[config.mk]
export PLATFORM = sky130hd
export DESIGN_NAME = pll_lock_supervisor
export DESIGN_NICKNAME = d
export VERILOG_FILES = /design/src/rtl/pll_lock_supervisor.sv
export SDC_FILE = /design/constraint.sdc
export NUM_CORES = 1
export LEC_CHECK = 0
export ABC_AREA = 1
export CAP_MARGIN = 30
export CORE_ASPECT_RATIO = 1.4
export CORE_UTILIZATION = 52
export DETAILED_ROUTE_END_ITERATION = 12
export GPL_ROUTABILITY_DRIVEN = 0
export GPL_TIMING_DRIVEN = 0
export PLACE_DENSITY_LB_ADDON = 0.3
export SLEW_MARGIN = 0
export SYNTH_ARGS = -nofsm -noshare
export SYNTH_HDL_FRONTEND = slang
export SYNTH_SLANG_ARGS = --single-unit
[constraint.sdc]
create_clock -name clock -period 1.8 [get_ports clock]
set_input_delay 0.18 -clock clock [delete_from_list [all_inputs] [get_ports clock]]
set_output_delay 0.18 -clock clock [all_outputs]
set_load 0.02 [all_outputs]
[src/rtl/pll_lock_supervisor.sv]
// pll_lock_supervisor
//   Brings up the board PLL (25 MHz in, 50/25/50 MHz out) from the free-running
//   25 MHz board clock. It pulses the PLL reset, waits for a stable synchronised
//   lock within a timeout and a bounded number of attempts, then releases the
//   three output-domain resets in a staggered order. A lock loss during release
//   or at run time re-initialises the PLL and is counted.
//
// Ports
//   clock       25 MHz free-running board clock, rising edge
//   reset_n     synchronous active-low reset
//   pll_locked  raw PLL LOCK, asynchronous to clock
//   sw_reinit   one-cycle pulse, forces re-initialisation from any state
//   pll_rst     PLL reset request, active-high
//   dom_rst_n   per-domain active-low resets: [0]=clkout0 [1]=clkout1 [2]=clkout2
//   ready       all domains released and lock healthy
//   fail        lock attempts exhausted
//   retries     failed attempts in the current bring-up, saturating at 7
//   lost_cnt    run-time lock losses, saturating at all-ones
module pll_lock_supervisor #(
    parameter int RST_CYCLES    = 16,
    parameter int LOCK_TIMEOUT  = 65535,
    parameter int STABLE_CYCLES = 1024,
    parameter int STAGGER       = 8,
    parameter int MAX_RETRIES   = 4,
    parameter int CNT_W         = 8
) (
    input  logic             clock,
    input  logic             reset_n,
    input  logic             pll_locked,
    input  logic             sw_reinit,
    output logic             pll_rst,
    output logic [2:0]       dom_rst_n,
    output logic             ready,
    output logic             fail,
    output logic [2:0]       retries,
    output logic [CNT_W-1:0] lost_cnt
);

    function automatic int imax(input int a, input int b);
        return (a > b) ? a : b;
    endfunction

    // One shared timer covers every timed state; size it for the longest span.
    localparam int TMAX = imax(imax(RST_CYCLES, LOCK_TIMEOUT),
                               imax(STABLE_CYCLES, 3 * STAGGER));
    localparam int TW   = (TMAX < 2) ? 1 : $clog2(TMAX + 1);

    localparam logic [TW-1:0] RST_LAST  = TW'(RST_CYCLES - 1);
    localparam logic [TW-1:0] TO_LAST   = TW'(LOCK_TIMEOUT - 1);
    localparam logic [TW-1:0] STAB_LAST = TW'(STABLE_CYCLES - 1);
    localparam logic [TW-1:0] REL_LAST  = TW'(3 * STAGGER - 1);
    localparam logic [TW-1:0] REL_DOM1  = TW'(STAGGER);
    localparam logic [TW-1:0] REL_DOM2  = TW'(2 * STAGGER);

    typedef enum logic [2:0] {
        ST_PRST,
        ST_WAIT,
        ST_STAB,
        ST_REL,
        ST_RUN,
        ST_FAIL
    } state_t;

    state_t           state, state_nx;
    logic [TW-1:0]    timer, timer_nx;
    logic [2:0]       retries_nx, retry_inc;
    logic [CNT_W-1:0] lost_nx;
    logic             pll_rst_nx, ready_nx, fail_nx;
    logic [2:0]       dom_nx;

    // Two-flop synchroniser for the asynchronous lock; deliberately not reset.
    logic sync_1, locked_s;

    always_ff @(posedge clock) begin
        sync_1   <= pll_locked;
        locked_s <= sync_1;
    end

    always_comb begin
        state_nx   = state;
        timer_nx   = timer;
        retries_nx = retries;
        lost_nx    = lost_cnt;
        retry_inc  = (retries == 3'd7) ? 3'd7 : retries + 3'd1;

        if (sw_reinit) begin
            // Takes priority over a coincident lock loss, so no loss is counted.
            state_nx   = ST_PRST;
            timer_nx   = '0;
            retries_nx = '0;
        end else begin
            case (state)
                ST_PRST: begin
                    if (timer == RST_LAST) begin
                        state_nx = ST_WAIT;
                        timer_nx = '0;
                    end else begin
                        timer_nx = timer + TW'(1);
                    end
                end
                ST_WAIT: begin
                    // Lock is checked first so it wins over a same-cycle timeout.
                    if (locked_s) begin
                        state_nx = ST_STAB;
                        timer_nx = '0;
                    end else if (timer == TO_LAST) begin
                        retries_nx = retry_inc;
                        timer_nx   = '0;
                        state_nx   = (int'(retry_inc) == MAX_RETRIES) ? ST_FAIL : ST_PRST;
                    end else begin
                        timer_nx = timer + TW'(1);
                    end
                end
                ST_STAB: begin
                    if (!locked_s) begin
                        state_nx = ST_WAIT;
                        timer_nx = '0;
                    end else if (timer == STAB_LAST) begin
                        state_nx = ST_REL;
                        timer_nx = '0;
                    end else begin
                        timer_nx = timer + TW'(1);
                    end
                end
                ST_REL, ST_RUN: begin
                    if (!locked_s) begin
                        state_nx   = ST_PRST;
                        timer_nx   = '0;
                        retries_nx = '0;
                        lost_nx    = (lost_cnt == '1) ? lost_cnt : lost_cnt + CNT_W'(1);
                    end else if (state == ST_REL) begin
                        if (timer == REL_LAST) begin
                            state_nx = ST_RUN;
                            timer_nx = '0;
                        end else begin
                            timer_nx = timer + TW'(1);
                        end
                    end
                end
                ST_FAIL: begin
                    state_nx = ST_FAIL;
                end
                default: begin
                    state_nx = ST_PRST;
                    timer_nx = '0;
                end
            endcase
        end

        // Outputs are decoded from the next state/timer so they register in
        // step with the state they belong to.
        pll_rst_nx = (state_nx == ST_PRST);
        ready_nx   = (state_nx == ST_RUN);
        fail_nx    = (state_nx == ST_FAIL);
        case (state_nx)
            ST_REL:  dom_nx = {timer_nx >= REL_DOM2, timer_nx >= REL_DOM1, 1'b1};
            ST_RUN:  dom_nx = '1;
            default: dom_nx = '0;
        endcase
    end

    always_ff @(posedge clock) begin
        if (!reset_n) begin
            state     <= ST_PRST;
            timer     <= '0;
            retries   <= '0;
            lost_cnt  <= '0;
            pll_rst   <= 1'b1;
            dom_rst_n <= '0;
            ready     <= 1'b0;
            fail      <= 1'b0;
        end else begin
            state     <= state_nx;
            timer     <= timer_nx;
            retries   <= retries_nx;
            lost_cnt  <= lost_nx;
            pll_rst   <= pll_rst_nx;
            dom_rst_n <= dom_nx;
            ready     <= ready_nx;
            fail      <= fail_nx;
        end
    end

endmodule
==> out/results.txt, run 1 <==
Filler Cells Inserted: 350
Die width: 58.6 um
Clock tree from TritonCTS: done
Setup_tns: -1.52 ns
Netlist cell types: 33
Power Density: 520 mW/mm^2
# H-tree levels: 2
Slew @ Worst Pin: 0.440 ns
Antenna diodes: 0
MaxCap Viol Count: 0
CP cell instances: ha_4, nand2_2, inv_2, nand2_1, nor2_1, nand2_2, nand2_4, nand3_4, nor2_4, nor2_1, nor2_2, nand3_1, o21ai_1, a21oi_1
Pleak: 0.00136 uW
WL final: 6300 um
Final Setup Violations: 10
Peak supply drop: 580 uV
Fmax: 468 MHz
Crit-path max cell delay: 0.39 ns
Antenna Violating Nets Remaining: 0
DRC Markers: 0
Root Buffer: clkbuf_8
Syn avg cell area: 6.31 sq um
Placed Area: 0.00261 sq mm
Crit path kind: flip-flop to flip-flop
Worst setup EP type: flip-flop
Syn nets: 378
Initial Util: 54.7%
Outcome: finished, violations left
Area grow syn2layout: 32.6%
Relative slew slack: 70.7%
Post-DR vias/cell: 5.08
CP max-delay cell: dfxtp_4
Num CTS Buffers: 5
Critical path startpoint category: flip-flop
Worst hold path class: input pin to flip-flop
Clock Latency Late Sink: 0.30 ns
Final net count: 424
Initial antenna violation count: 0
Core ar.: 0.00427 sq mm
Row Count: 28
DRT iter0 DRCs: 92
Vias in the first global route: 2162
Sinks on Clock Net: 38
Final instance area: 0.00310 sq mm
Yosys warns: 0
CTS clock-pin slew for the worst setup and hold paths: 0.08 ns
Number of port buffers: 19
CP required: 1.98 ns
Worst-case clock buffer depth: 2
Sequential cell area fraction in the yosys report: 32.6%
Overall power after layout: 1610 uW
Final hold violations: 0
Layout cells sized above 1: 26.9%
Max Slew Vio Count: 0
Global-route wire length before repair: 9360 um
CP delay by family, top: simple AND/OR/NAND/NOR gates
Placed insts: 449
Total track usage: 26.1%
Post-layout min period: 2.14 ns
Register bit total from synthesis: 38
IO Pins: 21
Period utilization: 119%
RSZ-0062 raised after global routing: true
Synth Cell Area: 0.00234 sq mm
Post-DP HPWL: 4230 um
Post-layout util: 72.5%
Drt pass-1 iters: 4
CP max FO: 4
Pin count of the biggest net entering global routing: 13
Via count: 2423
Die area: 0.00477 sq mm
Crit path DAT: 2.32 ns
Failing checks: negative setup slack
Fin cells: 477
DR WL/cell: 13.2 um
Clk_skew: 0.00611 ns
Congestion Overflow GR: 0
CP bufs+invs: 1
Post-Syn Instances: 370
PnR worst setup slack: -0.338 ns
Die height: 81.3 um
[tightest hold or removal path: stages]
cell and delay (ns):
clkbuf_1 0.19, nand2_1 0.11, nor2_1 0.03
[report_power, final]
part	internal, uW	switching, uW
sequential	840	6.26
combinational	14.9	27.9
clock	408	315
total	1260	349
[cell usage after synthesis (all sizes together)]
| master | number | area (sq um) |
|---|---|---|
| nand2 | 103 | 417 |
| nor2 | 84 | 340 |
| inv | 54 | 203 |
| dfxtp | 38 | 761 |
| o21ai | 19 | 98.9 |
| a21oi | 17 | 100 |
| nand3 | 14 | 87.6 |
| xor2 | 11 | 96.3 |
| nor3 | 6 | 40.0 |
| nand4 | 5 | 37.5 |
| ha | 4 | 50.1 |
| clkbuf | 3 | 11.3 |
| a211oi | 2 | 15.0 |
| buf | 2 | 16.3 |
| xnor2 | 2 | 17.5 |
| a22oi | 1 | 7.51 |
| a31o | 1 | 8.76 |
| and2 | 1 | 6.26 |
| o21bai | 1 | 7.51 |
| o221ai | 1 | 8.76 |
| or3 | 1 | 6.26 |
[per-layer routing]
metal | part of all wire, % | vias to the layer above | global-route usage, %
met2 | 52 | 69 | 46.2
met1 | 38 | 1090 | 28.3
met4 | 6.6 | 0 | 15.7
met3 | 3.4 | 33 | 4.94
met5 | 0 | - | 0
li1 | - | 1231 | -
[cell type report]
cell class	instances	area, sq um	share of cell area [%]
Tap cell	60	75.1	2.42
Sequential cell	38	790	25.5
Clock buffer	5	68.8	2.22
Buffer	5	31.3	1.01
Clock inverter	3	40.0	1.29
Inverter	54	205	6.62
Multi-Input combinational cell	273	1520	49.0
Timing Repair Buffer	39	369	11.9
[sequential cells by signal (all words and copies together), names as in the netlist]
register   count
dom_rst_n      3
ready          1
lost_cnt       8
timer         16
pll_rst        1
fail           1
locked_s       1
sync_1         1
state          3
retries        3
[cells in the final DEF (no fill, tap or decap), types with 4 or more instances in the layout]
| cell | count |
|---|---|
| inv_2 | 6 |
| dfxtp_2 | 11 |
| dfxtp_1 | 23 |
| o21ai_1 | 7 |
| nand4_1 | 4 |
| dfxtp_4 | 4 |
| inv_1 | 47 |
| nor2_1 | 64 |
| a21oi_1 | 13 |
| buf_4 | 16 |
| nand3_1 | 10 |
| clkdlybuf4s50_1 | 19 |
| nand2_2 | 22 |
| clkbuf_8 | 5 |
| nor2_2 | 13 |
| xor2_1 | 11 |
| o21ai_0 | 10 |
| nor2_4 | 7 |
| nand2_1 | 80 |
[path summary, 6_finish.rpt]
check	to	start	slack, ns	cells past startpoint
max	dom_rst_n[1]	timer[1]	-0.34	14
min	lost_cnt[6]	reset_n	0.25	3
max reg2reg	dom_rst_n[1]	timer[1]	-0.34	14
min reg2reg	locked_s	sync_1	0.33	0
[timing repair]
action                     4_1_cts  5_1_grt
hold buffers                     0        0
setup buffers                   12        8
pin swaps                       18       17
setup endpoints to repair        9       28
cloned                           0        1
resized for setup               28       48
[stage by stage]
stage / hold WS [ns] / setup WS [ns]
floorplan: 0.208 / 0.0179
global placement: 0.312 / -0.357
detailed placement: 0.316 / -0.412
CTS: 0.251 / -0.239
global route: 0.286 / -0.439
finish: 0.250 / -0.338
[logic make-up after synthesis]
group	share of synthesized area (%)
simple gates	40.0
buf+inv	9.86
compound gates	10.6
flops	32.6
xor+xnor	4.87
fa+ha+maj	2.14
(Power assumes the default switching activity.)
==> run 2, diff against run 1 <==
Settings changed: ABC_AREA 1 to default.
==> out/results.txt, run 2 <==
Asr flop ratio synth: 0% (unchanged)
Worst flop-to-flop path startpoint: timer[4]
Peak supply drop: 613 uV (+5.7%)
Largest register FFs: 16 (unchanged)
Outcome: finished, violations left
Overall power after layout: 1510 uW (-6.0%)
Placed insts: 381 (-15%)
CTS clock-pin slew for the worst setup and hold paths: 0.08 ns (about the same)
Critical path startpoint category: flip-flop
Pleak: 0.00120 uW (-12%)
Netlist cell types: 57 (+73%)
Worst Hold End: sync_1
CP max FO: 10 (+6)
Clk_skew: 0.00601 ns (-0.0000987 ns)
Global-route wire length before repair: 12100 um (+30%)
Adder-cell share of the synthesized area: 2.10% (-0.046 points)
Relative slew slack: 58.3% (-12 points)
Final net count: 364 (-14%)
RSZ-0062 raised after global routing: true
Sequential cell area fraction in the yosys report: 31.9% (-0.70 points)
Drt pass-1 iters: 6 (+2)
Syn avg cell area: 7.93 sq um (+26%)
Core ar.: 0.00431 sq mm (+0.82%)
Synth Cell Area: 0.00239 sq mm (+2.2%)
EDFF count, synth: 0 (unchanged)
Fmax: 396 MHz (-15%)
Root Buffer: clkbuf_8
Max Slew Vio Count: 0 (unchanged)
Largest Register: timer
Switching portion of total power: 24.9% (+3.3 points)
Most common cell after layout, fill and taps aside: nor2_1
Area grow syn2layout: 39.9%
Layout cells sized above 1: 32.8% (+5.9 points)
Antenna diodes: 0 (unchanged)
Congestion Overflow GR: 0 (unchanged)
Die area: 0.00487 sq mm (+2.1%)
Fin cells: 417 (-13%)
Clock tree from TritonCTS: done
DR WL/cell: 19.7 um (+49%)
Filler Cells Inserted: 312 (-11%)
Largest registers: timer: 16 flops, lost_cnt: 8 flops
Setup slack, reg-to-reg: -0.72 ns (-0.38 ns)
PnR worst setup slack: -0.722 ns (-0.384 ns)
DRT iter0 DRCs: 266 (+190%)
Reg2reg path depth: 8 (-6)
Initial antenna violation count: 0 (unchanged)
Psw: 377 uW (+8.2%)
Count leader, synth: dfxtp_1
Cts hold-fix bufs: 0 (unchanged)
Main flop type after synthesis: dfxtp_1
Antenna Violating Nets Remaining: 0 (unchanged)
Vias in the first global route: 2569 (+19%)
Commonest cells after routing, fill and taps aside: nor2_1, buf_4, dfxtp_1
Slew @ Worst Pin: 0.625 ns (+0.185 ns)
Post-DR vias/cell: 6.58 (+29%)
Post-synthesis simple-gate area fraction: 31.4% (-8.6 points)
Number of port buffers: 20 (+1)
Internal power: 1140 uW (-10%)
Main combinational cell family by area after synthesis: simple AND/OR/NAND/NOR gates
Clock power frac: 40.5% (-4.3 points)
Mux contribution to synthesized area: 2.10% (+2.1 points)
Area leader, netlist: dfxtp_1
Period utilization: 140% (+21 points)
Failing checks: negative setup slack
Die height: 82.2 um (+1.1%)
Post-DP HPWL: 4450 um (+5.1%)
Worst setup EP type: flip-flop
Top post-synthesis cells by area: dfxtp_1, nor2_1, a21oi_1
Syn nets: 309 (-18%)
Crit path kind: flip-flop to flip-flop
MaxCap Viol Count: 0 (unchanged)
Synth top area share: 31.9% (-0.70 points)
Synth Area in XOR/XNOR: 4.04% (-0.84 points)
# H-tree levels: 2 (unchanged)
Register bit total from synthesis: 38 (unchanged)
Row Count: 28 (unchanged)
Num CTS Buffers: 5 (unchanged)
CP required: 1.98 ns (about the same)
Yosys warns: 0 (unchanged)
Die width: 59.3 um (+1.1%)
Total track usage: 33.4% (+7.3 points)
Crit path DAT: 2.70 ns (+0.38 ns)
Power Density: 453 mW/mm^2 (-13%)
Min-Delay Path Depth: 1 (-2)
Post-layout min period: 2.52 ns (+0.384 ns)
Pin count of the biggest net entering global routing: 14 (+1)
Sequential power share: 56.0% (+3.5 points)
Clock Latency Late Sink: 0.30 ns (about the same)
Placed Area: 0.00272 sq mm (+4.5%)
Worst R2R End: dom_rst_n[2]
Post-Syn Instances: 301 (-19%)
Combinational share of power: 3.6% (+0.9 points)
Post-synth top cells: dfxtp_1, nor2_1, a21oi_1, nand2_1, o21ai_0
Initial Util: 55.4% (+0.75 points)
IO Pins: 21 (unchanged)
Complex-gate fraction of the synthesized area: 22.9% (+12 points)
Worst hold path class: input pin to flip-flop
Final Setup Violations: 26 (+16)
Hold Slack: 0.337 ns (+0.0870 ns)
Worst-case clock buffer depth: 2 (unchanged)
Final instance area: 0.00334 sq mm (+7.8%)
WL final: 8210 um (+30%)
Final hold violations: 0 (unchanged)
DRC Markers: 0 (unchanged)
Via count: 2742 (+13%)
Sinks on Clock Net: 38 (unchanged)
Min-delay src: pll_locked
run 2: changes by cell type after synthesis, sizes merged, moves of 8 or more:
| cell | delta |
|---|---|
| clkbuf | +8 |
| inv | -46 |
| xor2 | -8 |
| a31oi | +9 |
| buf | +9 |
| nor2 | -49 |
| nand2 | -84 |
run 2: area by class of cell:
class / instances / area, sq um / share of cell area (%)
multi-input combinational: 233 / 1750 / 52.3
timing repair buffer: 52 / 473 / 14.2
sequential: 38 / 782 / 23.4
buffer: 18 / 144 / 4.31
tap: 60 / 75.1 / 2.25
clock inverter: 2 / 15.0 / 0.450
inverter: 8 / 30.0 / 0.899
clock buffer: 6 / 72.6 / 2.17
run 2: power groups by stage:
stage,Combinational [uW],Clock [uW],Sequential (uW)
floorplan,25.7,0,867
global placement,41.0,0,868
detailed placement,41.4,0,868
CTS,48.1,607,847
global route,58.5,633,848
finish,53.9,613,847
run 2: cells by family (layout without fill, tap and decap cells):
kind of cell / Yosys count / after routing
DFF: 38 / 38
muxes: 5 / 5
adders and majority gates: 4 / 4
AOI/OAI and AO/OA: 85 / 85
xor gates and xnor gates: 11 / 11
buffers and inverters: 30 / 86
and+or+nand+nor: 128 / 128
run 2: layer usage:
layer / vias to the layer above / global-route usage, % / wire length, um
li1: 1217 / - / -
met1: 1258 / 36.0 / 2820
met2: 195 / 57.6 / 4030
met3: 72 / 6.07 / 748
met4: 0 / 24.0 / 605
met5: - / 0 / 0
run 2: through the flow:
| step | worst slack [ns] | utilization [%] | setup TNS (ns) |
|---|---|---|---|
| 2_1_floorplan | -0.459 | - | -4.69 |
| 3_3_place_gp | -0.866 | 63.2 | -14.89 |
| 3_5_place_dp | -0.913 | 63.2 | -16.12 |
| 4_1_cts | -0.609 | 73.9 | -9.99 |
| 5_1_grt | -0.825 | 77.5 | -14.36 |
| 6_report | -0.722 | 77.5 | -11.97 |
run 2: worst max-delay path, stage by stage (launching register included):
cell and delay, ns:
dfxtp_1 0.31, buf_2 0.23, nand3_4 0.15, nor3_4 0.31, a31oi_4 0.16, or3_4 0.44, a221o_2 0.42, nor4b_4 0.26
a31oi_1 0.11
run 2: how the worst max path moves through the flow:
stage / from / end / slack, ns / cells past startpoint
2_1_floorplan: timer[14] / dom_rst_n[1] / -0.46 / 8
3_3_place_gp: timer[0] / timer[12] / -0.87 / 9
3_5_place_dp: timer[7] / timer[7] / -0.91 / 9
4_1_cts: timer[0] / dom_rst_n[2] / -0.61 / 9
5_1_grt: timer[3] / dom_rst_n[2] / -0.82 / 8
6_report: timer[4] / dom_rst_n[2] / -0.72 / 8
run 2: timing repair:
| action | CTS | global route |
|---|---|---|
| pin swaps | 25 | 18 |
| cloned | 2 | 0 |
| setup endpoints to repair | 34 | 31 |
| buffers inserted | 23 | 9 |
| resized for setup | 58 | 41 |
==> run 3, diff against run 2 <==
Settings changed: CORE_ASPECT_RATIO 1.4 to 1.75, CTS_CLUSTER_DIAMETER from default to 40.
==> out/results.txt, run 3 (synthesis results as in run 2) <==
WL final: 8220 um (+0.17%)
Most common cell after layout, fill and taps aside: nor2_1
Pleak: 0.00123 uW (+2.5%)
Die width: 53.2 um (-10%)
Psw: 370 uW (-2.0%)
Placed Area: 0.00271 sq mm (-0.41%)
Worst hold path class: input pin to flip-flop
Highest routed layer: met4
Min-Delay Path Depth: 1 (unchanged)
CP max FO: 10 (unchanged)
Fin cells: 410 (-1.7%)
Peak supply drop: 559 uV (-8.9%)
Pin count of the biggest net entering global routing: 14 (unchanged)
Final hold violations: 0 (unchanged)
DRT iter0 DRCs: 153 (-42%)
RSZ-0062 raised after global routing: true
Relative slew slack: 53.3% (-5.0 points)
Total track usage: 32.6% (-0.75 points)
DRC Markers: 0 (unchanged)
Clock tree from TritonCTS: done
Clock Latency Late Sink: 0.30 ns (about the same)
Slew @ Worst Pin: 0.700 ns (+0.0751 ns)
Outcome: finished, violations left
Clk_skew: 0.00300 ns (-0.00301 ns)
Largest Register: timer
Drt pass-1 iters: 6 (unchanged)
DR WL/cell: 20.1 um (+1.9%)
Filler Cells Inserted: 275 (-12%)
MaxCap Viol Count: 0 (unchanged)
Layout cells sized above 1: 34.8% (+2.0 points)
CP required: 1.98 ns (about the same)
Fmax: 408 MHz (+2.9%)
PnR worst setup slack: -0.652 ns (+0.0706 ns)
Overall power after layout: 1640 uW (+8.4%)
Core ar.: 0.00440 sq mm (+2.2%)
Clock power frac: 45.4% (+4.9 points)
Congestion Overflow GR: 0 (unchanged)
Final net count: 366 (+0.55%)
Crit path kind: flip-flop to flip-flop
Via count: 2739 (-0.11%)
Crit path DAT: 2.63 ns (-0.07 ns)
Die area: 0.00488 sq mm (+0.14%)
CTS clock-pin slew for the worst setup and hold paths: 0.08 ns (about the same)
Multi-input logic area: 0.00180 sq mm (+2.9%)
Switching portion of total power: 22.5% (-2.4 points)
Largest register FFs: 16 (unchanged)
Num CTS Buffers: 5 (unchanged)
Sinks on Clock Net: 38 (unchanged)
Post-DP HPWL: 4680 um (+5.3%)
Combinational share of power: 3.1% (-0.5 points)
Met1 wire length: 2840 um (+0.39%)
Reg2reg path depth: 9 (+1)
Largest registers: timer: 16 flops, lost_cnt: 8 flops
Failing checks: negative setup slack
Die height: 91.6 um (+12%)
Commonest cells after routing, fill and taps aside: nor2_1, dfxtp_1, buf_4
Cts hold-fix bufs: 0 (unchanged)
Internal power: 1270 uW (+12%)
Storage cell area: 787 sq um (+0.64%)
Worst-case clock buffer depth: 2 (unchanged)
Critical path startpoint category: flip-flop
Final instance area: 0.00344 sq mm (+3.0%)
Setup slack, reg-to-reg: -0.65 ns (+0.07 ns)
Vias in the first global route: 2519 (-1.9%)
Antenna diodes: 0 (unchanged)
Period utilization: 136% (-3.9 points)
Post-DR vias/cell: 6.68 (+1.6%)
Post-layout min period: 2.45 ns (-0.0706 ns)
Power Density: 477 mW/mm^2 (+5.3%)
IO Pins: 21 (unchanged)
Global-route wire length before repair: 11800 um (-3.2%)
Placed insts: 372 (-2.4%)
Row Count: 32 (+14%)
# H-tree levels: 2 (unchanged)
Root Buffer: clkbuf_8
Sequential power share: 51.5% (-4.5 points)
Number of port buffers: 20 (unchanged)
Area grow syn2layout: 44.0%
Met3 wire len: 502 um (-33%)
Initial antenna violation count: 0 (unchanged)
Antenna Violating Nets Remaining: 0 (unchanged)
Max Slew Vio Count: 0 (unchanged)
Final Setup Violations: 27 (+3.8%)
Worst setup EP type: flip-flop
Initial Util: 54.2% (-1.2 points)
Wire length on met2: 4280 um (+6.3%)
==> run 3: final timing paths <==
path	from	endpoint
setup / recovery	timer[2]	dom_rst_n[1]
hold / removal	pll_locked	sync_1
setup reg to reg	timer[2]	dom_rst_n[1]
hold reg to reg	sync_1	locked_s
==> run 3: critical path: stages, from the launching register on <==
cell      delay [ns]
dfxtp_1         0.35
buf_2           0.21
nand4_1         0.11
buf_4           0.17
nor3_1          0.53
xnor2_1         0.20
o21ai_0         0.17
a211oi_1        0.29
a31o_2          0.22
a31oi_1         0.07
==> run 3: through the flow <==
stage	utilization [%]	hold slack [ns]	setup TNS, ns	setup slack (ns)
3_3_place_gp	61.5	0.311	-16.97	-0.978
4_1_cts	71.0	0.319	-10.42	-0.679
6_report	78.1	0.322	-11.41	-0.652
2_1_floorplan	-	0.208	-4.69	-0.459
5_1_grt	78.1	0.314	-13.40	-0.733
3_5_place_dp	61.5	0.314	-16.57	-0.955
==> run 3: power by group through the flow <==
| stage | Combinational [uW] | Clock, uW | Sequential, uW |
|---|---|---|---|
| 6_report | 50.8 | 746 | 845 |
| 5_1_grt | 55.7 | 792 | 846 |
| 4_1_cts | 48.0 | 750 | 847 |
| 3_5_place_dp | 42.1 | 0 | 868 |
| 3_3_place_gp | 41.6 | 0 | 868 |
| 2_1_floorplan | 25.7 | 0 | 867 |
==> run 3: per-layer routing <==
layer  track usage (%)  vias up
met5                 0        -
met4              26.5        0
met3              4.81       59
met2              54.8      166
met1              33.5     1297
li1                  -     1217
==> run 3: layout make-up <==
class | count | share of cell area, %
repair buffers | 55 | 15.0
multi-input cells | 233 | 52.3
well taps | 51 | 1.86
clock inverters | 3 | 1.31
inverters | 8 | 0.873
clock buffers | 5 | 2.00
plain buffers | 17 | 3.75
flip-flops and latches | 38 | 22.9
==> run 3: timing repair <==
action                                  CTS  global route
endpoints found under the setup margin   34            31
cloned                                    1             0
gates resized for setup                  36            76
buffers inserted                         19            16
pin swaps                                26            40
